--- src/rtl/product_fifo.sv ---
// product_fifo: small registered FIFO that buffers finished multiplier
// products. It has no fall-through, so a product written in one cycle is
// visible on the next. A product that arrives while the FIFO is full is
// dropped and latches a sticky overflow flag. All status outputs are
// registered, so there is no combinational path from out_ready to in_ready.
module product_fifo #(
  parameter int WIDTH_FP  = 32,
  parameter int DEPTH     = 4,
  parameter int WIDTH_CNT = 3
) (
  input  logic                 clk,
  input  logic                 reset,
  input  logic                 prod_valid,
  input  logic [WIDTH_FP-1:0]  product,
  output logic                 in_ready,
  output logic                 out_valid,
  input  logic                 out_ready,
  output logic [WIDTH_FP-1:0]  out_product,
  output logic [WIDTH_CNT-1:0] count,
  output logic                 overflow
);

  localparam int PTR_W = (DEPTH > 1) ? $clog2(DEPTH) : 1;

  // Storage and pointers
  logic [WIDTH_FP-1:0]  mem_q [DEPTH];
  logic [PTR_W-1:0]     wr_ptr_q, wr_ptr_d;
  logic [PTR_W-1:0]     rd_ptr_q, rd_ptr_d;
  logic [WIDTH_CNT-1:0] count_q, count_d;
  logic                 overflow_q, overflow_d;
  logic                 in_ready_q, in_ready_d;
  logic                 out_valid_q, out_valid_d;

  // Handshake qualifiers
  logic full_s;
  logic wr_en_s;
  logic rd_en_s;

  // Next-state logic: flags, handshakes, pointers, occupancy and overflow
  always_comb begin
    full_s      = (count_q == WIDTH_CNT'(DEPTH));
    wr_en_s     = prod_valid & ~full_s;
    rd_en_s     = out_valid_q & out_ready;
    wr_ptr_d    = wr_ptr_q;
    rd_ptr_d    = rd_ptr_q;
    count_d     = count_q;
    overflow_d  = overflow_q;
    in_ready_d  = in_ready_q;
    out_valid_d = out_valid_q;

    if (wr_en_s) begin
      wr_ptr_d = wr_ptr_q + PTR_W'(1);
    end else begin
      wr_ptr_d = wr_ptr_q;
    end

    if (rd_en_s) begin
      rd_ptr_d = rd_ptr_q + PTR_W'(1);
    end else begin
      rd_ptr_d = rd_ptr_q;
    end

    case ({wr_en_s, rd_en_s})
      2'b10:   count_d = count_q + WIDTH_CNT'(1);
      2'b01:   count_d = count_q - WIDTH_CNT'(1);
      default: count_d = count_q;
    endcase

    // A product offered while full is lost; remember it until reset.
    if (prod_valid && full_s) begin
      overflow_d = 1'b1;
    end else begin
      overflow_d = overflow_q;
    end

    in_ready_d  = (count_d != WIDTH_CNT'(DEPTH));
    out_valid_d = (count_d != WIDTH_CNT'(0));
  end

  // Control state registers with synchronous reset
  always_ff @(posedge clk) begin
    if (reset) begin
      wr_ptr_q    <= PTR_W'(0);
      rd_ptr_q    <= PTR_W'(0);
      count_q     <= WIDTH_CNT'(0);
      overflow_q  <= 1'b0;
      in_ready_q  <= 1'b1;
      out_valid_q <= 1'b0;
    end else begin
      wr_ptr_q    <= wr_ptr_d;
      rd_ptr_q    <= rd_ptr_d;
      count_q     <= count_d;
      overflow_q  <= overflow_d;
      in_ready_q  <= in_ready_d;
      out_valid_q <= out_valid_d;
    end
  end

  // Data array write; contents are not cleared, reset only blocks the write
  always_ff @(posedge clk) begin
    if (wr_en_s && !reset) begin
      mem_q[wr_ptr_q] <= product;
    end
  end

  assign out_product = mem_q[rd_ptr_q];
  assign in_ready    = in_ready_q;
  assign out_valid   = out_valid_q;
  assign count       = count_q;
  assign overflow    = overflow_q;

endmodule

--- config.mk ---
export PLATFORM = sky130hd
export DESIGN_NAME = product_fifo
export DESIGN_NICKNAME = d
export VERILOG_FILES = /design/src/rtl/product_fifo.sv
export SDC_FILE = /design/constraint.sdc
export NUM_CORES = 1
export LEC_CHECK = 0
export CORE_ASPECT_RATIO = 0.9
export CORE_MARGIN = 2
export CORE_UTILIZATION = 55
export CTS_CLUSTER_SIZE = 30
export DETAILED_ROUTE_END_ITERATION = 6
export GPL_TIMING_DRIVEN = 0
export PLACE_DENSITY = 0.8
export SYNTH_ARGS = -nofsm -noshare
export SYNTH_HDL_FRONTEND = slang
export SYNTH_SLANG_ARGS = --single-unit
--- constraint.sdc ---
create_clock -name clk -period 10.15 [get_ports clk]
set_clock_uncertainty 0.1 [all_clocks]
set_input_delay 1.015 -clock clk [delete_from_list [all_inputs] [get_ports clk]]
set_output_delay 1.015 -clock clk [all_outputs]
set_load 0.1 [all_outputs]
Word-level counts from Yosys, hierarchy flattened:

Memories as Yosys holds them, arrays and structs flattened. A register that Yosys moved wholly into a read port is not among the register bits.
Index checks and enable logic that the tools add are counted.

* memories: 1
* word-level logic and storage cells: 27
* bits of input ports: 36
* flip-flop bits (word level): 10
* memory bits (writable): 128
* output and inout bits: 38

Memories
* mem_q: words 4, width 32, read ports 1, clocked after memory_dff 1, write ports 1, RTL line 26 `logic [WIDTH_FP-1:0] mem_q [DEPTH];`

* bitwise logic cells: 3
* equality and inequality tests: 4
* reduce and logical (&&, ||, !) cells: 4
* multiplexer cells: 5
* $add $sub $neg: 4

Operators with widths (number)
* case mux 3 bit (2 select lines): 1
* adder 2 x 1 -> 2 bit (second input constant): 2
* 2-to-1 mux 2 bit: 2
* adder 3 x 1 -> 3 bit (second input constant): 1
* equality test 3 bit (second input constant): 1
* != test 3 bit (second input constant): 1
* nonzero test 3 bit: 1
* subtractor 3 x 1 -> 3 bit (second input constant): 1
* bitwise AND 1 bit: 2
* equality test 2 x 1 -> 1 bit (second input constant): 1
* equality test 2 bit (second input constant): 1
* logical AND 1 bit: 2
* 2-to-1 mux 1 bit: 2
* zero test 1 bit: 1
* inverter 1 bit: 1

Longest topological paths before layout:

Gate-level depths: netlist of run 1.

* depth after elaboration: 6
* depth in mapped cells: 8
* gate-level depth less buffers: 8

Worst setup path before layout of run 1:

No wires, ideal clock.

* kind: flip-flop to flip-flop
* start: reg count_q[0], in the netlist count[0]
* end: mem mem_q[1][0], enable pin
* setup slack: 5525 ps
* stages on the path, launching flop included: 5
* buffers on the path: 0
* period minus slack after synthesis: 4625 ps
* data required time: 9582 ps
* arrival: 4057 ps
* setup time: 468 ps
* path through: dfxtp_1 > nor2_1 > a21boi_2 > inv_1 > nor3b_1

* cells in the longest elaborated chain, start to end: 6

Ends and longest elaborated chain
* start, declared: RTL line 29 `logic [WIDTH_CNT-1:0] count_q, count_d;`
* start signal, assigned: RTL line 92 `count_q <= count_d;`
* equality test 3 bit: RTL line 41 `full_s = (count_q == WIDTH_CNT'(DEPTH));`
* inverter 1 bit: RTL line 42 `wr_en_s = prod_valid & ~full_s;`
* bitwise AND 1 bit: RTL line 42
* logical AND 1 bit: RTL line 101 `if (wr_en_s && !reset) begin`
* 2-to-1 mux 1 bit: RTL line 101
* 2-to-1 mux 1 bit (implied by the code): RTL line 102 `mem_q[wr_ptr_q] <= product;`
* end, declared: RTL line 26

Every way passes these cells.

==> results.py, run 1 <==
metrics = {
    "synth": {
        "syn_area_sq_um": 5200,
        "yosys.area.top_type": "edfxtp_1",
        "ys_seq_area_share_pct": 78.5,
        "syn_area_per_cell_sq_um": 22.9,
        "synth_nets": 269,
        "yosysWarnings": 0,
        "synth_cells": 227,
        "synthTopCellsByArea": "edfxtp_1 (74%), mux4_2 (14%), dfxtp_1 (4.6%)",
        "synth.distinct_cells": 27,
        "yosys.area.top_type_share_pct": 73.9,
        "synth_seq_cells": 140,
    },
    "clocking": {
        "cts_tree": "done",
        "cts_root_buf": "clkbuf_8",
        "clkSinkCount": 140,
        "post_cts_resize_count": 0,
        "clk_latency_ps": 510,
        "ctsHtreeMaxLevel": 4,
        "ctsHoldBuffers": 0,
        "postCtsSetupRepairBufs": 0,
        "cts_made_buffers": 17,
        "clk_path_buf_depth": 2,
        "path_clk_slew_ps": 60,
    },
    "critical_path": {
        "critPathMaxStageDelay_ps": 990,
        "crit_arrival_ps": 2780,
        "path_class": "reg2out",
        "crit_fanout": 10,
        "path_cells": "buf_2 > buf_6 > mux4_2 > clkdlybuf4s50_1",
        "slowest_stage": "clkdlybuf4s50_1",
        "cp.required_ps": 9040,
        "crit_family": "buffers and inverters",
        "cp_num_buf_inv": 3,
        "worstSetupStartpointType": "flip-flop",
        "crit_path_end_kind": "output pin",
    },
    "finish": {
        "nFillCells": 557,
        "nets": 372,
        "multiInputGateArea_sq_um": 1060,
        "antenna_cells": 0,
        "syn_to_final_growth_pct": 31.5,
        "seq_area_sq_um": 4080,
        "drive_above_1_share_pct": 25.9,
        "design_area_sq_um": 6840,
    },
    "routing": {
        "num_vias": 2516,
        "wirelength_microns": 9180,
        "dr.pass1.iters": 5,
        "wl_per_cell_microns": 19.7,
        "postRouteAntennaNets": 0,
        "routed_via_density": 5.41,
        "drt_iter0_drc": 145,
        "drc": 0,
    },
    "global_route": {
        "grt_overflow": 0,
        "grt_pass1_wl_microns": 14200,
        "track_usage_pct": 19.6,
        "grt_max_degree": 17,
        "grt_antenna_before_repair": 0,
        "first_global_vias": 2673,
    },
    "floorplan": {
        "ios": 74,
        "die_w_microns": 107,
        "dieArea_sq_um": 10300,
        "initial_core_util_pct": 56.7,
        "die-height_microns": 96.3,
        "core-area_sq_um": 9170,
        "rows": 33,
    },
    "job": {
        "drv_cap": 0,
    },
    "power_and_ir_drop": {
        "ir_worst_vdd_mv": 0.232,
        "p_per_area_nw_per_um2": 275,
        "leakage_nw": 2.26,
    },
    "placement": {
        "portBuffers": 72,
        "place_area_sq_um": 6230,
        "place.gp.congestion": 0.703,
        "dp_hpwl_microns": 6150,
    },
    "sta": {
        "period_minus_slack_ps": 3900,
        "slew_headroom_pct": 33.6,
        "hold_viol_final": 0,
        "tightestPinTransition_ps": 994,
        "finalSetupViolations": 0,
        "maxSlewViolCount": 0,
        "post-route-period-util_pct": 38.4,
        "tns_ps": 0,
        "timing.fmax_ghz": 0.257,
        "rsz0062_at_grt": "no",
    },
    "run_status": {
        "status": "finished, final reports clean",
    },
    "min_path": {
        "hold_path_class": "reg2reg",
    },
}
## synth_stat cells, drive strengths merged
cell type	number
a211o	1
a21boi	1
a21oi	1
a22oi	1
a31oi	2
a32o	1
and2	1
buf	8
clkbuf	2
dfxtp	12
edfxtp	128
fa	1
ha	5
inv	4
mux2	1
mux2i	2
mux4	32
nand2	1
nand2b	2
nand3	1
nor2	10
nor3b	4
o21ai	1
or3	1
xnor2	2
xor2	2
## sequential cells by signal (all words and copies together) (netlist names), named ones only
| signal | count |
|---|---|
| count | 3 |
| in_ready | 1 |
| overflow | 1 |
| rd_ptr_q | 2 |
| out_valid | 1 |
| mem_q | 128 |
| wr_ptr_q | 2 |
## stage by stage
step	power [mW]	std cells	setup WS, ps	hold slack [ps]	utilization, %
detailed placement	1.27	433	6560	368	68.0
finish	1.88	465	6250	381	74.6
global placement	1.25	421	3530	357	66.3
CTS	1.90	465	6200	382	74.6
global route	1.94	465	6170	407	74.6
floorplan	1.13	227	5530	382	-
## report_power, final
part           switching (mW)  internal [mW]  total [mW]  leakage, nW
combinational           0.400          0.166       0.566        0.706
sequential             0.0188          0.667       0.686         1.26
clock                   0.232          0.400       0.632        0.294
total                   0.650           1.23        1.88         2.26
## logic make-up after synthesis
logic type	share of synthesized area (%)
mux	14.5
xor+xnor	0.674
compound gates	1.15
flops	78.5
buf+inv	1.56
fa+ha+maj	1.59
simple gates	2.04
## cells in the final DEF, fill, tap and decap left out, types with 3 or more instances in the layout
master,count
ha_1,5
bufinv_16,4
nor3b_2,4
clkdlybuf4s50_1,72
mux4_2,32
buf_2,5
dfxtp_1,12
inv_6,3
buf_6,15
clkbuf_16,16
edfxtp_1,128
nor2_1,10
clkbuf_1,3
inv_1,4
## per-layer routing
| metal | wire length, microns | global-route usage (%) |
|---|---|---|
| met4 | 82 | 8.12 |
| met3 | 409 | 4.67 |
| met2 | 4860 | 33.7 |
| met5 | 0 | 0 |
| met1 | 3830 | 24.4 |
## layout make-up
cell class | count | area share [%]
plain buffers | 10 | 0.969
clock buffers | 18 | 6.11
clock inverters | 14 | 2.82
inverters | 4 | 0.219
multi-input cells | 73 | 15.4
flip-flops and latches | 140 | 59.7
well taps | 122 | 2.23
repair buffers | 84 | 12.5
## worst paths after layout
kind | endpoint | cells past startpoint | start | slack [ps]
max | out_product[7] | 4 | flip-flop | 6250
min | overflow$_SDFFE_PP0P_ | 2 | overflow$_SDFFE_PP0P_ | 380
max reg2reg | in_ready$_SDFF_PP1_ | 8 | count[0]$_SDFF_PP0_ | 7400
min reg2reg | overflow$_SDFFE_PP0P_ | 2 | overflow$_SDFFE_PP0P_ | 380
## worst reg2reg max path: cells and delay by family, from the launching register on
kind / cells / cell delay [ps]
buffers and inverters: 1 / 160
XOR/XNOR: 1 / 170
AO/OA/AOI/OAI: 2 / 540
flip-flops: 1 / 480
adder cells (fa/ha/maj): 2 / 670
AND/OR/NAND/NOR: 2 / 530
(Power assumes the default switching activity.)
==> inputs of run 2 (changes only) <==
--- a/config.mk
+++ b/config.mk
@@ -7,11 +7,11 @@
 export LEC_CHECK = 0
 export CORE_ASPECT_RATIO = 0.9
 export CORE_MARGIN = 2
-export CORE_UTILIZATION = 55
+export CORE_UTILIZATION = 54
 export CTS_CLUSTER_SIZE = 30
 export DETAILED_ROUTE_END_ITERATION = 6
 export GPL_TIMING_DRIVEN = 0
-export PLACE_DENSITY = 0.8
+export PLACE_DENSITY = 0.79
 export SYNTH_ARGS = -nofsm -noshare
 export SYNTH_HDL_FRONTEND = slang
 export SYNTH_SLANG_ARGS = --single-unit
==> constraint.sdc (replaced) <==
create_clock -name clk -period 3.9 [get_ports clk]
set_clock_uncertainty 0.1 [all_clocks]
set_input_delay 0.39 -clock clk [delete_from_list [all_inputs] [get_ports clk]]
set_output_delay 0.39 -clock clk [all_outputs]
set_load 0.1 [all_outputs]
==> run 2 against run 1 <==
Design area decreased by 0.99%. Hold slack got worse by 130 ps. Wire length increased by 1.5%.
==> results.py, run 2 (synthesis results as in run 1) <==
metrics = {
    "sta": {
        "hold_viol_final": 0,
        "tns_ps": 0,
        "maxSlewViolCount": 0,
        "setup_slack_ps": 671,
        "slew_headroom_pct": 30.8,
        "period_minus_slack_ps": 3230,
        "finalSetupViolations": 0,
        "post-route-period-util_pct": 82.8,
        "rsz0062_at_grt": "no",
        "timing.fmax_ghz": 0.310,
        "tightestPinTransition_ps": 1030,
    },
    "global_route": {
        "grt_antenna_before_repair": 0,
        "grt_overflow": 0,
        "grt_max_degree": 17,
        "grt_pass1_wl_microns": 14800,
        "first_global_vias": 2775,
        "track_usage_pct": 19.2,
    },
    "finish": {
        "nFillCells": 557,
        "final_common_cell": "edfxtp_1",
        "seq_area_sq_um": 4080,
        "multiInputGateArea_sq_um": 1060,
        "design_area_sq_um": 6770,
        "fin_cells": 463,
        "nets": 372,
        "drive_above_1_share_pct": 25.8,
        "top_register": "mem_q",
        "largest_reg_flops": 128,
        "layout_common_cells": "edfxtp_1 (128), clkdlybuf4s50_1 (72), mux4_2 (32)",
        "antenna_cells": 0,
        "syn_to_final_growth_pct": 30.2,
    },
    "critical_path": {
        "cp_num_buf_inv": 3,
        "crit_fanout": 10,
        "crit_path_end_kind": "output pin",
        "crit_arrival_ps": 2740,
        "r2r_cells": 8,
        "critPathMaxStageDelay_ps": 990,
        "path_cells": "buf_2 > buf_6 > mux4_2 > clkdlybuf4s50_1",
        "worstSetupStartpointType": "flip-flop",
        "crit_family": "buffers and inverters",
        "slowest_stage": "clkdlybuf4s50_1",
        "cp.depth": 4,
        "path_class": "reg2out",
        "cp.required_ps": 3410,
    },
    "placement": {
        "dp_cells": 433,
        "place.gp.congestion": 0.707,
        "place_area_sq_um": 6230,
        "portBuffers": 72,
        "dp_hpwl_microns": 6100,
        "pre_cts_slack_ps": 930,
    },
    "clocking": {
        "clk_path_buf_depth": 2,
        "postCtsSetupRepairBufs": 0,
        "cts_made_buffers": 17,
        "clk_latency_ps": 500,
        "clkSinkCount": 140,
        "path_clk_slew_ps": 60,
        "cts_root_buf": "clkbuf_8",
        "ctsHtreeMaxLevel": 4,
        "cts_tree": "done",
        "post_cts_resize_count": 0,
        "ctsHoldBuffers": 0,
    },
    "floorplan": {
        "initial_core_util_pct": 56.2,
        "ios": 74,
        "rows": 33,
        "core-area_sq_um": 9250,
        "die_w_microns": 107,
        "die-height_microns": 97.1,
        "dieArea_sq_um": 10400,
    },
    "routing": {
        "drc": 0,
        "wl_per_cell_microns": 20.1,
        "drt_iter0_drc": 111,
        "num_vias": 2548,
        "postRouteAntennaNets": 0,
        "wirelength_microns": 9320,
        "dr.pass1.iters": 4,
        "routed_via_density": 5.50,
    },
    "power_and_ir_drop": {
        "ir_worst_vdd_mv": 0.554,
        "p_per_area_nw_per_um2": 698,
        "leakage_nw": 2.23,
    },
    "run_status": {
        "status": "finished, final reports clean",
    },
    "job": {
        "drv_cap": 0,
    },
    "min_path": {
        "hold_path_class": "in2reg",
        "min_path_cells": 2,
    },
}
run 2: layout make-up:
class / count / share of cell area [%]
Inverter: 4 / 0.222
Clock buffer: 17 / 6.11
Sequential cell: 140 / 60.3
Clock inverter: 13 / 1.90
Timing Repair Buffer: 84 / 12.6
Tap cell: 122 / 2.25
Buffer: 10 / 0.979
Multi-Input combinational cell: 73 / 15.6
run 2: power breakdown:
group / leakage, nW / switching (mW) / internal, mW
clock network: 0.262 / 0.569 / 0.894
logic: 0.706 / 1.05 / 0.432
registers: 1.26 / 0.0483 / 1.74
total: 2.23 / 1.66 / 3.06
run 2: final timing paths:
check	slack, ps	to	from
max	670	out_product[5]	flip-flop
min	250	in_ready$_SDFF_PP1_	reset
max reg2reg	1150	in_ready$_SDFF_PP1_	count[0]$_SDFF_PP0_
min reg2reg	390	overflow$_SDFFE_PP0P_	overflow$_SDFFE_PP0P_
run 2: through the flow:
step / hold WS (ps) / util [%] / total power, mW
3_3_place_gp: 358 / 65.7 / 3.27
4_1_cts: 231 / 73.2 / 4.76
6_report: 251 / 73.2 / 4.73
5_1_grt: 288 / 73.2 / 4.88
3_5_place_dp: 362 / 67.4 / 3.30
2_1_floorplan: 382 / - / 2.95
run 2: routing by layer:
layer / GRT usage [%] / vias up / part of all wire, %
li1: - / 1137 / -
met2: 30.6 / 90 / 49
met5: 0 / - / 0
met4: 4.73 / 0 / 0.35
met3: 6.37 / 4 / 6.3
met1: 26.1 / 1317 / 44
==> inputs of run 3 (changes only) <==
==> constraint.sdc (replaced) <==
create_clock -name clk -period 3.2 [get_ports clk]
set_clock_uncertainty 0.1 [all_clocks]
set_input_delay 0.32 -clock clk [delete_from_list [all_inputs] [get_ports clk]]
set_output_delay 0.32 -clock clk [all_outputs]
set_load 0.1 [all_outputs]
==> run 3 against run 2 <==
Clock power up 33%. Via count down 2.7%. Critical endpoint is now out_product[19]. Non-clock buffer count down 5. Sequential share of layout area down 0.74 points. Largest power group unchanged. Sequential power up 22%. Clock-buffer cell count up 2. Combinational power up 20%. Hold slack worse by 35 ps.
==> results.py, run 3 (synthesis results as in run 1) <==
metrics = {
    "clocking": {
        "cts_made_buffers": 17,
        "clk_path_buf_depth": 2,
        "cts_root_buf": "clkbuf_8",
        "cts_tree": "done",
        "clk_latency_ps": 500,
        "postCtsSetupRepairBufs": 0,
        "path_clk_slew_ps": 60,
        "clkSinkCount": 140,
        "ctsHtreeMaxLevel": 4,
        "ctsHoldBuffers": 0,
    },
    "sta": {
        "period_minus_slack_ps": 2950,
        "whs_ps": 216,
        "maxSlewViolCount": 0,
        "timing.fmax_ghz": 0.339,
        "hold_viol_final": 0,
        "rsz0062_at_grt": "no",
        "post-route-period-util_pct": 92.2,
        "tightestPinTransition_ps": 1020,
        "slew_headroom_pct": 31.7,
        "finalSetupViolations": 0,
        "tns_ps": 0,
    },
    "min_path": {
        "holdPathEnd": "wr_ptr_q[0]$_SDFFE_PP0P_",
        "hold_path_class": "in2reg",
        "min_path_cells": 3,
        "min_from": "reset",
    },
    "power_and_ir_drop": {
        "leakage_nw": 2.44,
        "ir_worst_vdd_mv": 0.703,
        "p_per_area_nw_per_um2": 859,
        "power_mw": 5.89,
    },
    "global_route": {
        "track_usage_pct": 18.6,
        "first_global_vias": 2624,
        "grt_antenna_before_repair": 0,
        "grt_pass1_wl_microns": 13900,
        "grt_max_degree": 18,
        "grt_overflow": 0,
    },
    "routing": {
        "num_vias": 2480,
        "drt_iter0_drc": 102,
        "routed_via_density": 5.39,
        "dr.pass1.iters": 6,
        "postRouteAntennaNets": 0,
        "drc": 0,
        "wl_per_cell_microns": 19.7,
        "wirelength_microns": 9060,
    },
    "finish": {
        "final_common_cell": "edfxtp_1",
        "top_register": "mem_q",
        "fin_util_pct": 74.2,
        "fin_cells": 460,
        "nets": 367,
        "layout_common_cells": "edfxtp_1 (128), clkdlybuf4s50_1 (42), mux4_2 (32)",
        "syn_to_final_growth_pct": 31.9,
        "largest_reg_flops": 128,
        "antenna_cells": 0,
        "drive_above_1_share_pct": 24.3,
    },
    "job": {
        "drv_cap": 0,
    },
    "critical_path": {
        "path_class": "reg2out",
        "crit_family": "buffers and inverters",
        "cp.required_ps": 2780,
        "crit_fanout": 5,
        "r2r_slack_ps": 510,
        "critPathMaxStageDelay_ps": 1000,
        "cp_num_buf_inv": 2,
        "r2r_cells": 8,
        "r2r_start": "count[1]$_SDFF_PP0_",
        "slowest_stage": "clkdlybuf4s50_1",
        "regToRegEndpoint": "in_ready$_SDFF_PP1_",
        "crit_path_end_kind": "output pin",
        "path_cells": "buf_2 > mux4_2 > clkdlybuf4s50_1",
        "crit_arrival_ps": 2530,
        "worstSetupStartpointType": "flip-flop",
    },
    "floorplan": {
        "die-height_microns": 97.1,
        "initial_core_util_pct": 56.2,
        "core-area_sq_um": 9250,
        "dieArea_sq_um": 10400,
        "ios": 74,
        "rows": 33,
        "die_w_microns": 107,
    },
    "placement": {
        "dp_cells": 428,
        "dp_hpwl_microns": 5650,
        "portBuffers": 72,
        "place.gp.congestion": 0.704,
    },
    "run_status": {
        "status": "finished, final reports clean",
    },
}
==> run 3: cell count changes in the layout (fill, tap and decap cells not counted), moves of 3 or more <==
cell and change:
buf_6 -12, buf_8 +7, clkdlybuf4s50_1 -30, clkinv_2 -3
dlygate4sd2_1 +10, dlymetal6s2s_1 +20, nor3b_2 -4, nor3b_4 +4
==> run 3: final cells by class <==
type	count	area, sq um
tap	122	153
clock buffer	19	422
clock inverter	13	174
fill	539	2390
timing repair buffer	79	863
multi-input combinational	73	1080
inverter	4	15.0
sequential	140	4090
buffer	10	66.3
==> run 3: how the worst max path moves through the flow <==
stage | startpoint | endpoint | slack (ps) | cells past startpoint
6_report | flip-flop | out_product[19] | 250 | 3
5_1_grt | flip-flop | out_product[19] | 180 | 3
4_1_cts | flip-flop | out_product[14] | 0.3 | 4
3_5_place_dp | prod_valid | in_ready$_SDFF_PP1_ | 240 | 8
3_3_place_gp | prod_valid | mem_q[2][16]$_DFFE_PP_ | -770 | 4
2_1_floorplan | count[1]$_SDFF_PP0_ | mem_q[1][0]$_DFFE_PP_ | -250 | 4
==> run 3: routing by layer <==
layer  wire length (microns)  GRT usage [%]  up-vias  share of wire (%)
met5                       0              0        -                  0
met4                      47           5.33        0               0.52
met3                     443           5.50        8                4.9
met2                    4650           30.6       81                 51
met1                    3920           24.4     1257                 43
li1                        -              -     1134                  -
==> run 3: worst reg2reg max path, stage by stage (launching register included) <==
cell and delay [ps]:
dfxtp_1 410, nor2_1 130, a21boi_2 220, inv_1 210, ha_1 300, fa_1 380, xnor2_1 170, or3_4 350
a211o_1 290
==> run 3: repair_timing <==
item	CTS	global route
pin swaps	0	0
resized for setup	10	20
setup endpoints to repair	10	20
cloned	0	0
==> run 3: through the flow <==
| step | instance area (sq um) | setup WS (ps) |
|---|---|---|
| after floorplan | 5220 | -250 |
| after global placement | 6100 | -772 |
| after detailed placement | 6230 | 238 |
| after CTS | 6810 | 0.298 |
| after global routing | 6860 | 178 |
| final | 6860 | 250 |
==> run 3: report_power, final <==
part	internal, mW	total (mW)	switching (mW)
clock	1.26	1.94	0.689
sequential	2.12	2.18	0.0576
combinational	0.503	1.77	1.27
total	3.88	5.89	2.02
